**src/rtl/jtag_scan_master_if.sv**
```systemverilog
// Control-side handshake for the JTAG scan master: request, scan data and status.
interface jtag_scan_master_if #(
  parameter int MAX_LEN = 32
);
  logic               Start;
  logic               Is_IR;
  logic [5:0]         Length;
  logic [MAX_LEN-1:0] Data_in;
  logic               Busy;
  logic               Done;
  logic [MAX_LEN-1:0] Data_out;

  modport master (
    output Start, Is_IR, Length, Data_in,
    input  Busy, Done, Data_out
  );

  modport slave (
    input  Start, Is_IR, Length, Data_in,
    output Busy, Done, Data_out
  );
endinterface

```
**src/rtl/jtag_scan_master.sv**
```systemverilog
// JTAG initiator: runs single IR/DR scans on a target TAP at CLK/2 and
// always parks the TAP in Run-Test/Idle between operations.
module jtag_scan_master #(
  parameter int MAX_LEN = 32
) (
  input  logic              CLK,
  input  logic              RST_n,
  jtag_scan_master_if.slave ctl,
  input  logic              TDO,
  output logic              TCK_out,
  output logic              TMS,
  output logic              TDI
);

  typedef enum logic [2:0] {INIT, IDLE, PRE, SHIFT, POST, FIN} state_t;

  state_t             state_q, state_n;
  logic [5:0]         cnt_q, cnt_n;
  logic [5:0]         len_q, len_n;
  logic               is_ir_q, is_ir_n;
  logic [MAX_LEN-1:0] din_q, din_n;
  logic [MAX_LEN-1:0] dout_q, dout_n;
  logic               tck_q, tck_n;
  logic               tms_q, tms_n;
  logic               tdi_q, tdi_n;
  logic               busy_q, busy_n;
  logic               done_q, done_n;
  logic               len_ok;
  logic [5:0]         pre_last;
  logic [5:0]         pre_ones;

  always_ff @(posedge CLK or negedge RST_n) begin
    if (!RST_n) begin
      state_q <= INIT;
      cnt_q   <= '0;
      len_q   <= '0;
      is_ir_q <= 1'b0;
      din_q   <= '0;
      dout_q  <= '0;
      tck_q   <= 1'b0;
      tms_q   <= 1'b1;
      tdi_q   <= 1'b0;
      busy_q  <= 1'b0;
      done_q  <= 1'b0;
    end else begin
      state_q <= state_n;
      cnt_q   <= cnt_n;
      len_q   <= len_n;
      is_ir_q <= is_ir_n;
      din_q   <= din_n;
      dout_q  <= dout_n;
      tck_q   <= tck_n;
      tms_q   <= tms_n;
      tdi_q   <= tdi_n;
      busy_q  <= busy_n;
      done_q  <= done_n;
    end
  end

  // Every TAP period is two CLKs: tck_q=0 edge raises TCK and samples TDO,
  // tck_q=1 edge drops TCK and moves TMS/TDI on to the next period.
  always_comb begin
    state_n  = state_q;
    cnt_n    = cnt_q;
    len_n    = len_q;
    is_ir_n  = is_ir_q;
    din_n    = din_q;
    dout_n   = dout_q;
    tck_n    = tck_q;
    tms_n    = tms_q;
    tdi_n    = tdi_q;
    busy_n   = busy_q;
    done_n   = 1'b0;
    len_ok   = (ctl.Length != 6'd0) && (int'(ctl.Length) <= MAX_LEN);
    pre_last = is_ir_q ? 6'd3 : 6'd2;
    pre_ones = is_ir_q ? 6'd2 : 6'd1;

    unique case (state_q)
      INIT: begin
        // Busy still low means this is the first CLK after reset: open period 0.
        if (!busy_q) begin
          busy_n = 1'b1;
        end else if (!tck_q) begin
          tck_n = 1'b1;
        end else begin
          tck_n = 1'b0;
          if (cnt_q == 6'd5) begin
            state_n = IDLE;
            busy_n  = 1'b0;
            cnt_n   = '0;
            tms_n   = 1'b0;
          end else begin
            cnt_n = cnt_q + 6'd1;
            tms_n = (cnt_q != 6'd4);
          end
        end
      end

      IDLE: begin
        tck_n = 1'b0;
        tms_n = 1'b0;
        if (ctl.Start && len_ok) begin
          state_n = PRE;
          is_ir_n = ctl.Is_IR;
          len_n   = ctl.Length;
          din_n   = ctl.Data_in;
          dout_n  = '0;
          busy_n  = 1'b1;
          cnt_n   = '0;
          tms_n   = 1'b1;
        end
      end

      PRE: begin
        if (!tck_q) begin
          tck_n = 1'b1;
        end else begin
          tck_n = 1'b0;
          if (cnt_q == pre_last) begin
            state_n = SHIFT;
            cnt_n   = '0;
            tms_n   = (len_q == 6'd1);
            tdi_n   = din_q[0];
          end else begin
            cnt_n = cnt_q + 6'd1;
            tms_n = ((cnt_q + 6'd1) < pre_ones);
          end
        end
      end

      SHIFT: begin
        if (!tck_q) begin
          tck_n  = 1'b1;
          dout_n = dout_q | ({{(MAX_LEN-1){1'b0}}, TDO} << cnt_q);
        end else begin
          tck_n = 1'b0;
          if (cnt_q == len_q - 6'd1) begin
            state_n = POST;
            cnt_n   = '0;
            tms_n   = 1'b1;
            tdi_n   = 1'b0;
          end else begin
            cnt_n = cnt_q + 6'd1;
            din_n = din_q >> 1;
            tdi_n = din_q[1];
            tms_n = ((cnt_q + 6'd2) == len_q);
          end
        end
      end

      POST: begin
        if (!tck_q) begin
          tck_n = 1'b1;
        end else begin
          tck_n = 1'b0;
          tms_n = 1'b0;
          if (cnt_q == 6'd0) begin
            cnt_n = 6'd1;
          end else begin
            state_n = FIN;
            cnt_n   = '0;
            busy_n  = 1'b0;
            done_n  = 1'b1;
          end
        end
      end

      FIN: begin
        state_n = IDLE;
      end

      default: begin
        state_n = IDLE;
        busy_n  = 1'b0;
        tck_n   = 1'b0;
      end
    endcase
  end

  assign TCK_out      = tck_q;
  assign TMS          = tms_q;
  assign TDI          = tdi_q;
  assign ctl.Busy     = busy_q;
  assign ctl.Done     = done_q;
  assign ctl.Data_out = dout_q;

endmodule
```
**src/flat_wrapper.sv**
```systemverilog
// flat-port wrapper written by rule: the top's interface ports become plain ports
module jtag_scan_master_flat 
#(
  parameter int MAX_LEN = 32
)
  (CLK, RST_n, TDO, TCK_out, TMS, TDI, ctl_Start, ctl_Is_IR, ctl_Length, ctl_Data_in, ctl_Busy, ctl_Done, ctl_Data_out);
  jtag_scan_master_if #(.MAX_LEN(MAX_LEN)) ctl_i ();
  input  logic CLK;
  input  logic RST_n;
  input  logic TDO;
  output logic TCK_out;
  output logic TMS;
  output logic TDI;
  input wire logic [$bits(ctl_i.Start)-1:0] ctl_Start;
  input wire logic [$bits(ctl_i.Is_IR)-1:0] ctl_Is_IR;
  input wire logic [$bits(ctl_i.Length)-1:0] ctl_Length;
  input wire logic [$bits(ctl_i.Data_in)-1:0] ctl_Data_in;
  output wire logic [$bits(ctl_i.Busy)-1:0] ctl_Busy;
  output wire logic [$bits(ctl_i.Done)-1:0] ctl_Done;
  output wire logic [$bits(ctl_i.Data_out)-1:0] ctl_Data_out;
  assign ctl_i.Start = ctl_Start;
  assign ctl_i.Is_IR = ctl_Is_IR;
  assign ctl_i.Length = ctl_Length;
  assign ctl_i.Data_in = ctl_Data_in;
  assign ctl_Busy = ctl_i.Busy;
  assign ctl_Done = ctl_i.Done;
  assign ctl_Data_out = ctl_i.Data_out;
  jtag_scan_master #(.MAX_LEN(MAX_LEN)) u_core (.CLK(CLK), .RST_n(RST_n), .ctl(ctl_i), .TDO(TDO), .TCK_out(TCK_out), .TMS(TMS), .TDI(TDI));
endmodule
```
**config.mk**
```make
export PLATFORM = sky130hd
export DESIGN_NAME = jtag_scan_master_flat
export DESIGN_NICKNAME = d
export VERILOG_FILES = /design/src/rtl/jtag_scan_master_if.sv /design/src/rtl/jtag_scan_master.sv /design/src/flat_wrapper.sv
export SDC_FILE = /design/constraint.sdc
export NUM_CORES = 1
export LEC_CHECK = 0
export ABC_AREA = 1
export BUFFER_PORTS_ARGS = -buffer_cell sky130_fd_sc_hd__buf_4
export CAP_MARGIN = 20
export CORE_MARGIN = 5
export CORE_UTILIZATION = 55
export CTS_BUF_LIST = sky130_fd_sc_hd__clkbuf_2 sky130_fd_sc_hd__clkbuf_4 sky130_fd_sc_hd__clkbuf_8
export DETAILED_ROUTE_END_ITERATION = 8
export HOLD_SLACK_MARGIN = 0.03
export PLACE_DENSITY = 0.78
export SLEW_MARGIN = 10
export SYNTH_ARGS = -nofsm -noshare
export SYNTH_HDL_FRONTEND = slang
export SYNTH_SLANG_ARGS = --single-unit
```
**constraint.sdc**
```tcl
create_clock -name CLK -period 2.4 [get_ports CLK]
set_input_delay 0.48 -clock CLK [delete_from_list [all_inputs] [get_ports CLK]]
set_output_delay 0.48 -clock CLK [all_outputs]
set_load 0.01 [all_outputs]
```
==> impl_metrics.toml, run 1 <==
[logic_synthesis]
synth-compound-area-share_pct = 5.74
synth-xor-area-share_pct = 1.13
synth_flop_cell = "dfrtp_1"
synth_warnings = 0
ys_seq_elements = 85
synth.area.top_cells = "dfrtp_1 (45%), nand2_1 (21%), nand3_1 (6.7%)"
synth.largest_area_cell = "dfrtp_1"
synthMuxAreaShare_pct = 0
synth_edf_count = 0
synth.avg_cell_area_sq_um = 7.04
synth-async-reset-ratio_pct = 100
netlist.area_leader.share_pct = 45.1
syn-num-nets = 713
ys_types = 28
synth_top_family_by_area = "simple AND/OR/NAND/NOR gates"
netlist_area_sq_um = 4660
syn-instance-count = 662
synth-seq-area-share_pct = 45.7
synthSimpleGateAreaFrac_pct = 36.5
synth_fa_ha_area_share_pct = 2.15

[cells_and_area]
syn_to_final_growth_pct = 19.7
layout_common_cells = "nand2_1 (261), buf_4 (90), dfrtp_1 (84)"
final_common_cell = "nand2_1"
n_antenna_cell = 0
stdcell_area_sq_um = 5580
drive_gt1_share_pct = 16.8
num-nets-final = 790
fin_cells = 849

[sta]
timing.slew.headroom_pct = 56.5
report.final.hold_viol_count = 0
holdWs_ns = 0.0930
maxClockFrequency_mhz = 471
setup_slack_ns = 0.277
setup_violations = 0
worst_slew_pin_slew_ns = 0.652
period_share_pct = 88.4
final.setup.tns_ns = 0
layout_min_cycle_time_ns = 2.12
slew_viol_final = 0
rsz0062_at_grt = "false"
clock_skew_ns = 0.0106

[setup_path]
path_class = "flop to flop"
reg2reg_depth = 14
start_kind = "flop"
arrival_ns = 2.42
cp.required_ns = 2.70
rr_startpoint = "u_core.len_q[1]$_DFFE_PN0P_"
rr_endpoint = "u_core.din_q[14]$_DFFE_PN0P_"
worstSetupEndpoint = "u_core.din_q[14]$_DFFE_PN0P_"
cp-startpoint = "u_core.len_q[1]$_DFFE_PN0P_"
endpoint_kind = "flop"
rrSetupSlack_ns = 0.28
critPathMaxFanout = 32

[pwr]
powerDensity_nw_per_um2 = 1120
peakVddDrop_mv = 0.456
power.leakage_uw = 0.00329

[clock_tree]
cts_sinks = 85
root_buffer = "clkbuf_8"
post-cts-setup-buffer-count = 0
ctsHoldBuffers = 0
h-tree-depth = 3
clk_path_buf_depth = 2
clock_latency_ns = 0.36
cts_buffers = 9
cts_resized = 0
cts_tree = "built"
clk_pin_slew_worst_paths_ns = 0.09

[global_routing]
grt_overflow = 0
grt_pass1_wl_mm = 19.5
grt_usage_pct = 23.5
antenna_found_initial = 0
grt_max_degree = 46
grt_pass1_vias = 4093

[detailed_routing]
routed_wl_mm = 11.7
wl_per_cell_um = 13.7
first_iter_violations = 335
drt_pass1_iterations = 6
drt-vias-per-instance = 5.27
drc_errors = 0
vias = 4477
ant_nets = 0

[die]
dieArea_sq_um = 10400
rows = 33
core_area_sq_um = 8220
start_util_pct = 56.7
dieHeight_um = 102
die_w_um = 102
pin_count = 80

[placed_design]
dp_hpwl_mm = 8.20
place.gp.congestion = 0.952
pre_cts_slack_ns = 0.312
dpl-instance-area_sq_um = 5360
port-buffer-count = 79
dp.cells = 833

[status]
status = "completed"

[flow_run]
drv_cap = 0

[min_path]
min_path_type = "input port to async pin"
[cells in the mapped netlist, drive strengths merged (7+ instances only)]
master and number:
dfrtp 84, inv 75, nand4 8, nand3 64, nor2 63, buf 11
o21ai 44, ha 8, a21oi 7, clkbuf 14, nor3 8, nand2 266
[report_power, final]
group | total [uW] | leakage (uW) | switching [uW] | internal, uW
Combinational | 2890 | 0.00207 | 1870 | 1010
Clock | 1120 | 0.000110 | 526 | 598
Sequential | 2230 | 0.00111 | 345 | 1880
Total | 6240 | 0.00329 | 2740 | 3490
[kinds of logic (layout without fill, tap and decap cells)]
group                      Yosys count  in the layout
DFF                                 85             85
adders and majority gates            8              8
xor gates and xnor gates             6              6
buffers and inverters              100            182
AOI/OAI and AO/OA                   53             53
and+or+nand+nor                    410            410
[worst max-delay path, stage by stage, from the launching register on]
cell and delay (ns):
dfrtp_1 0.41, inv_1 0.11, ha_1 0.31, inv_1 0.04, nand2_1 0.05, nand2_1 0.05
nor2_1 0.09, nand2_1 0.06, nor2_1 0.12, nand3_2 0.11, nand2_2 0.15, nand2_2 0.10
nand2_4 0.28, nand2_1 0.11, nand2_1 0.07
[cell type report]
class	instances	area [sq um]
sequential	85	2130
clock inverter	6	86.3
timing repair buffer	91	696
inverter	75	282
tap	105	131
clock buffer	10	131
fill	674	2640
multi-input combinational	477	2120
[registers in the layout, indices dropped and copies added (netlist names)]
| name | flops |
|---|---|
| u_core.state_q | 3 |
| u_core.TCK_out | 1 |
| u_core.ctl.Busy | 1 |
| u_core.din_q | 32 |
| u_core.cnt_q | 6 |
| u_core.is_ir_q | 1 |
| u_core.ctl.Data_out | 32 |
| u_core.TDI | 1 |
| u_core.TMS | 1 |
| u_core.ctl.Done | 1 |
| u_core.len_q | 6 |
[metal layers]
metal	global-route usage, %	up-vias	wire length, um
met3	4.78	12	806
met2	36.3	163	5450
met1	33.8	2098	5270
met5	0	-	0
li1	-	2204	-
met4	6.76	0	140
[through the flow]
stage	util (%)	power, uW
2_1_floorplan	-	4300
3_3_place_gp	65.2	5010
3_5_place_dp	65.2	5110
4_1_cts	67.9	6270
5_1_grt	67.9	6780
6_report	67.9	6240
[how the worst min path moves through the flow]
stage                                            start                             endpoint  slack, ns  cells past startpoint
after floorplan                                  RST_n           u_core.TCK_out$_DFFE_PN0P_       0.18                      0
after global placement     u_core.din_q[3]$_DFFE_PN0P_          u_core.din_q[3]$_DFFE_PN0P_       0.45                      2
after detailed placement  u_core.din_q[24]$_DFFE_PN0P_         u_core.din_q[24]$_DFFE_PN0P_       0.46                      2
after CTS                                        RST_n  u_core.ctl.Data_out[10]$_DFFE_PN0P_       0.10                      1
after global routing                             RST_n   u_core.ctl.Data_out[9]$_DFFE_PN0P_       0.13                      1
final                                            RST_n  u_core.ctl.Data_out[10]$_DFFE_PN0P_       0.09                      1
Power figures use the tool's default switching activity.
==> run 2, diff against run 1 <==
ABC_AREA = default   (was 1)
PLACE_DENSITY = 0.79   (was 0.78)
==> run 2 against run 1 <==
The run now ends with setup timing left. Worst hold slack gained 0.048 ns. Cell count shrank 22%. Non-clock buffer count grew 26. Flip-flop and latch count is the same. Clock skew grew 0.0029 ns. Register-to-register slack lost 0.34 ns. Critical path type unchanged. Highest routed layer unchanged.
==> impl_metrics.toml, run 2 <==
[status]
status = "finished with violations"
violations = "setup timing"

[die]
rows = 32
dieHeight_um = 99.5
start_util_pct = 56.8
pin_count = 80
dieArea_sq_um = 9910
die_w_um = 99.5
core_area_sq_um = 7770

[cells_and_area]
multi_input_area_sq_um = 2140
n_antenna_cell = 0
layout_common_cells = "buf_4 (112), dfrtp_1 (84), a21oi_1 (70)"
syn_to_final_growth_pct = 26.6
fillers = 610
num-nets-final = 605
fin_cells = 661
final_common_cell = "buf_4"
drive_gt1_share_pct = 26.8
seq_area_sq_um = 2130

[setup_path]
rr_startpoint = "u_core.len_q[2]$_DFFE_PN0P_"
cp.required_ns = 2.68
critPathMaxStageDelay_ns = 0.44
rr_endpoint = "u_core.din_q[2]$_DFFE_PN0P_"
endpoint_kind = "flop"
reg2reg_depth = 7
critPathMaxFanout = 16
rrSetupSlack_ns = -0.06
arrival_ns = 2.74
critPathSlowestCell = "or4_4"
start_kind = "flop"
path_cells = "or3_4 > or4_4 > a2111oi_4 > a21oi_4 > o22ai_4 > clkbuf_16 > o2bb2ai_1"
path_class = "flop to flop"
cp-startpoint = "u_core.len_q[2]$_DFFE_PN0P_"

[sta]
slew_viol_final = 0
layout_min_cycle_time_ns = 2.46
rsz0062_at_grt = "true"
report.final.hold_viol_count = 0
setup_slack_ns = -0.0632
worst_slew_pin_slew_ns = 0.677
clock_skew_ns = 0.0135
holdWs_ns = 0.141
timing.slew.headroom_pct = 54.8
maxClockFrequency_mhz = 406
setup_violations = 27
final.setup.tns_ns = -1.01
period_share_pct = 103

[global_routing]
grt_usage_pct = 24.9
grt_max_degree = 51
grt_pass1_wl_mm = 19.8
grt_pass1_vias = 4035
grt_overflow = 0
antenna_found_initial = 0

[logic_synthesis]
synth_common_cells = "dfrtp_1 (84), a21oi_1 (70), nor2_1 (47)"
syn-num-nets = 509
synth.largest_area_cell = "dfrtp_1"
ys_seq_elements = 85
synth-seq-area-share_pct = 48.3
synth-async-reset-ratio_pct = 100
synth_most_common_cell = "dfrtp_1"
synth_warnings = 0
ys_types = 52
syn-instance-count = 458
synth_flop_cell = "dfrtp_1"
netlist.area_leader.share_pct = 47.7
synth.area.top_cells = "dfrtp_1 (48%), a21oi_1 (7.9%), o2bb2ai_1 (6.2%)"
netlist_area_sq_um = 4410
synth.avg_cell_area_sq_um = 9.63
synth_edf_count = 0

[detailed_routing]
drt_pass1_iterations = 6
drt-vias-per-instance = 6.03
wl_per_cell_um = 18.3
vias = 3989
ant_nets = 0
drc_errors = 0
first_iter_violations = 283
routed_wl_mm = 12.1

[clock_tree]
cts_buffers = 9
cts_tree = "built"
clk_path_buf_depth = 2
root_buffer = "clkbuf_8"
h-tree-depth = 3
clk_pin_slew_worst_paths_ns = 0.10
ctsHoldBuffers = 0
cts_sinks = 85
clock_latency_ns = 0.37

[placed_design]
dp.cells = 640
port-buffer-count = 79
dp_hpwl_mm = 8.21
place.gp.congestion = 0.886

[min_path]
min_path_type = "input port to async pin"

[flow_run]
drv_cap = 0

[pwr]
power.leakage_uw = 0.00272
powerDensity_nw_per_um2 = 1290
peakVddDrop_mv = 0.652
## run 2: changes by cell type in the layout (fill, tap and decap cells not counted), sizes merged, moves of 6 or more
cell	change
a21oi	+64
and3	+35
buf	+24
inv	-65
nand2	-246
nand2b	+7
nand3	-59
nor2	-15
o21ai	-37
o2bb2ai	+31
or3	+6
xnor2	+9
## run 2: worst max path at each step
| stage | to | cells after the start |
|---|---|---|
| after CTS | u_core.din_q[27]$_DFFE_PN0P_ | 7 |
| after global placement | u_core.TMS$_DFFE_PN1P_ | 8 |
| final | u_core.din_q[2]$_DFFE_PN0P_ | 7 |
| after floorplan | u_core.TDI$_DFFE_PN0P_ | 6 |
| after detailed placement | u_core.TMS$_DFFE_PN1P_ | 8 |
| after global routing | u_core.din_q[17]$_DFFE_PN0P_ | 7 |
## run 2: cell type report
cell class                 instances  share of cell area, %
clock buffer                       9                   2.22
clock inverter                     7                   1.32
inverter                           9                  0.605
multi-input combinational        332                   38.4
sequential                        85                   38.1
tap                              102                   2.29
timing repair buffer             117                   17.0
## run 2: power by group
group	internal [uW]	leakage (uW)	switching (uW)
Clock	487	0.000100	558
Sequential	1900	0.00110	386
Combinational	1790	0.00152	2110
Total	4170	0.00272	3050
## run 2: critical path: cells and delay by family (launching register included)
kind	cells	cell delay (ns)
buf+inv	1	0.25
flops	1	0.40
simple gates	2	0.83
compound gates	4	0.91
## run 2: routing by layer
| metal | vias to the layer above | routed length (um) | global-route usage, % |
|---|---|---|---|
| met4 | 0 | 171 | 8.51 |
| li1 | 1855 | - | - |
| met3 | 21 | 813 | 5.33 |
| met1 | 1974 | 5280 | 33.9 |
| met2 | 139 | 5870 | 39.5 |
| met5 | - | 0 | 0 |
## run 2: stage by stage
step | total power [uW] | utilization [%] | instance area, sq um | setup slack [ns]
floorplan | 4630 | - | 4410 | 0.0548
global placement | 5690 | 67.9 | 5270 | 0.0165
detailed placement | 5840 | 67.9 | 5270 | -0.0192
CTS | 6930 | 70.6 | 5490 | 0.0238
global route | 7720 | 71.9 | 5580 | -0.117
finish | 7220 | 71.9 | 5580 | -0.0632
## run 2: logic make-up after synthesis
group           share of synthesized area [%]
xor+xnor                                 3.18
buf+inv                                  4.00
flops                                    48.3
fa+ha+maj                                2.27
mux                                      1.96
simple gates                             18.3
compound gates                           22.0
## run 2: repair_timing
item,4_1_cts,5_1_grt
resized for setup,1,6
cloned,0,2
buffers inserted,1,2
endpoints found under the setup margin,2,43
hold endpoints to repair,0,0
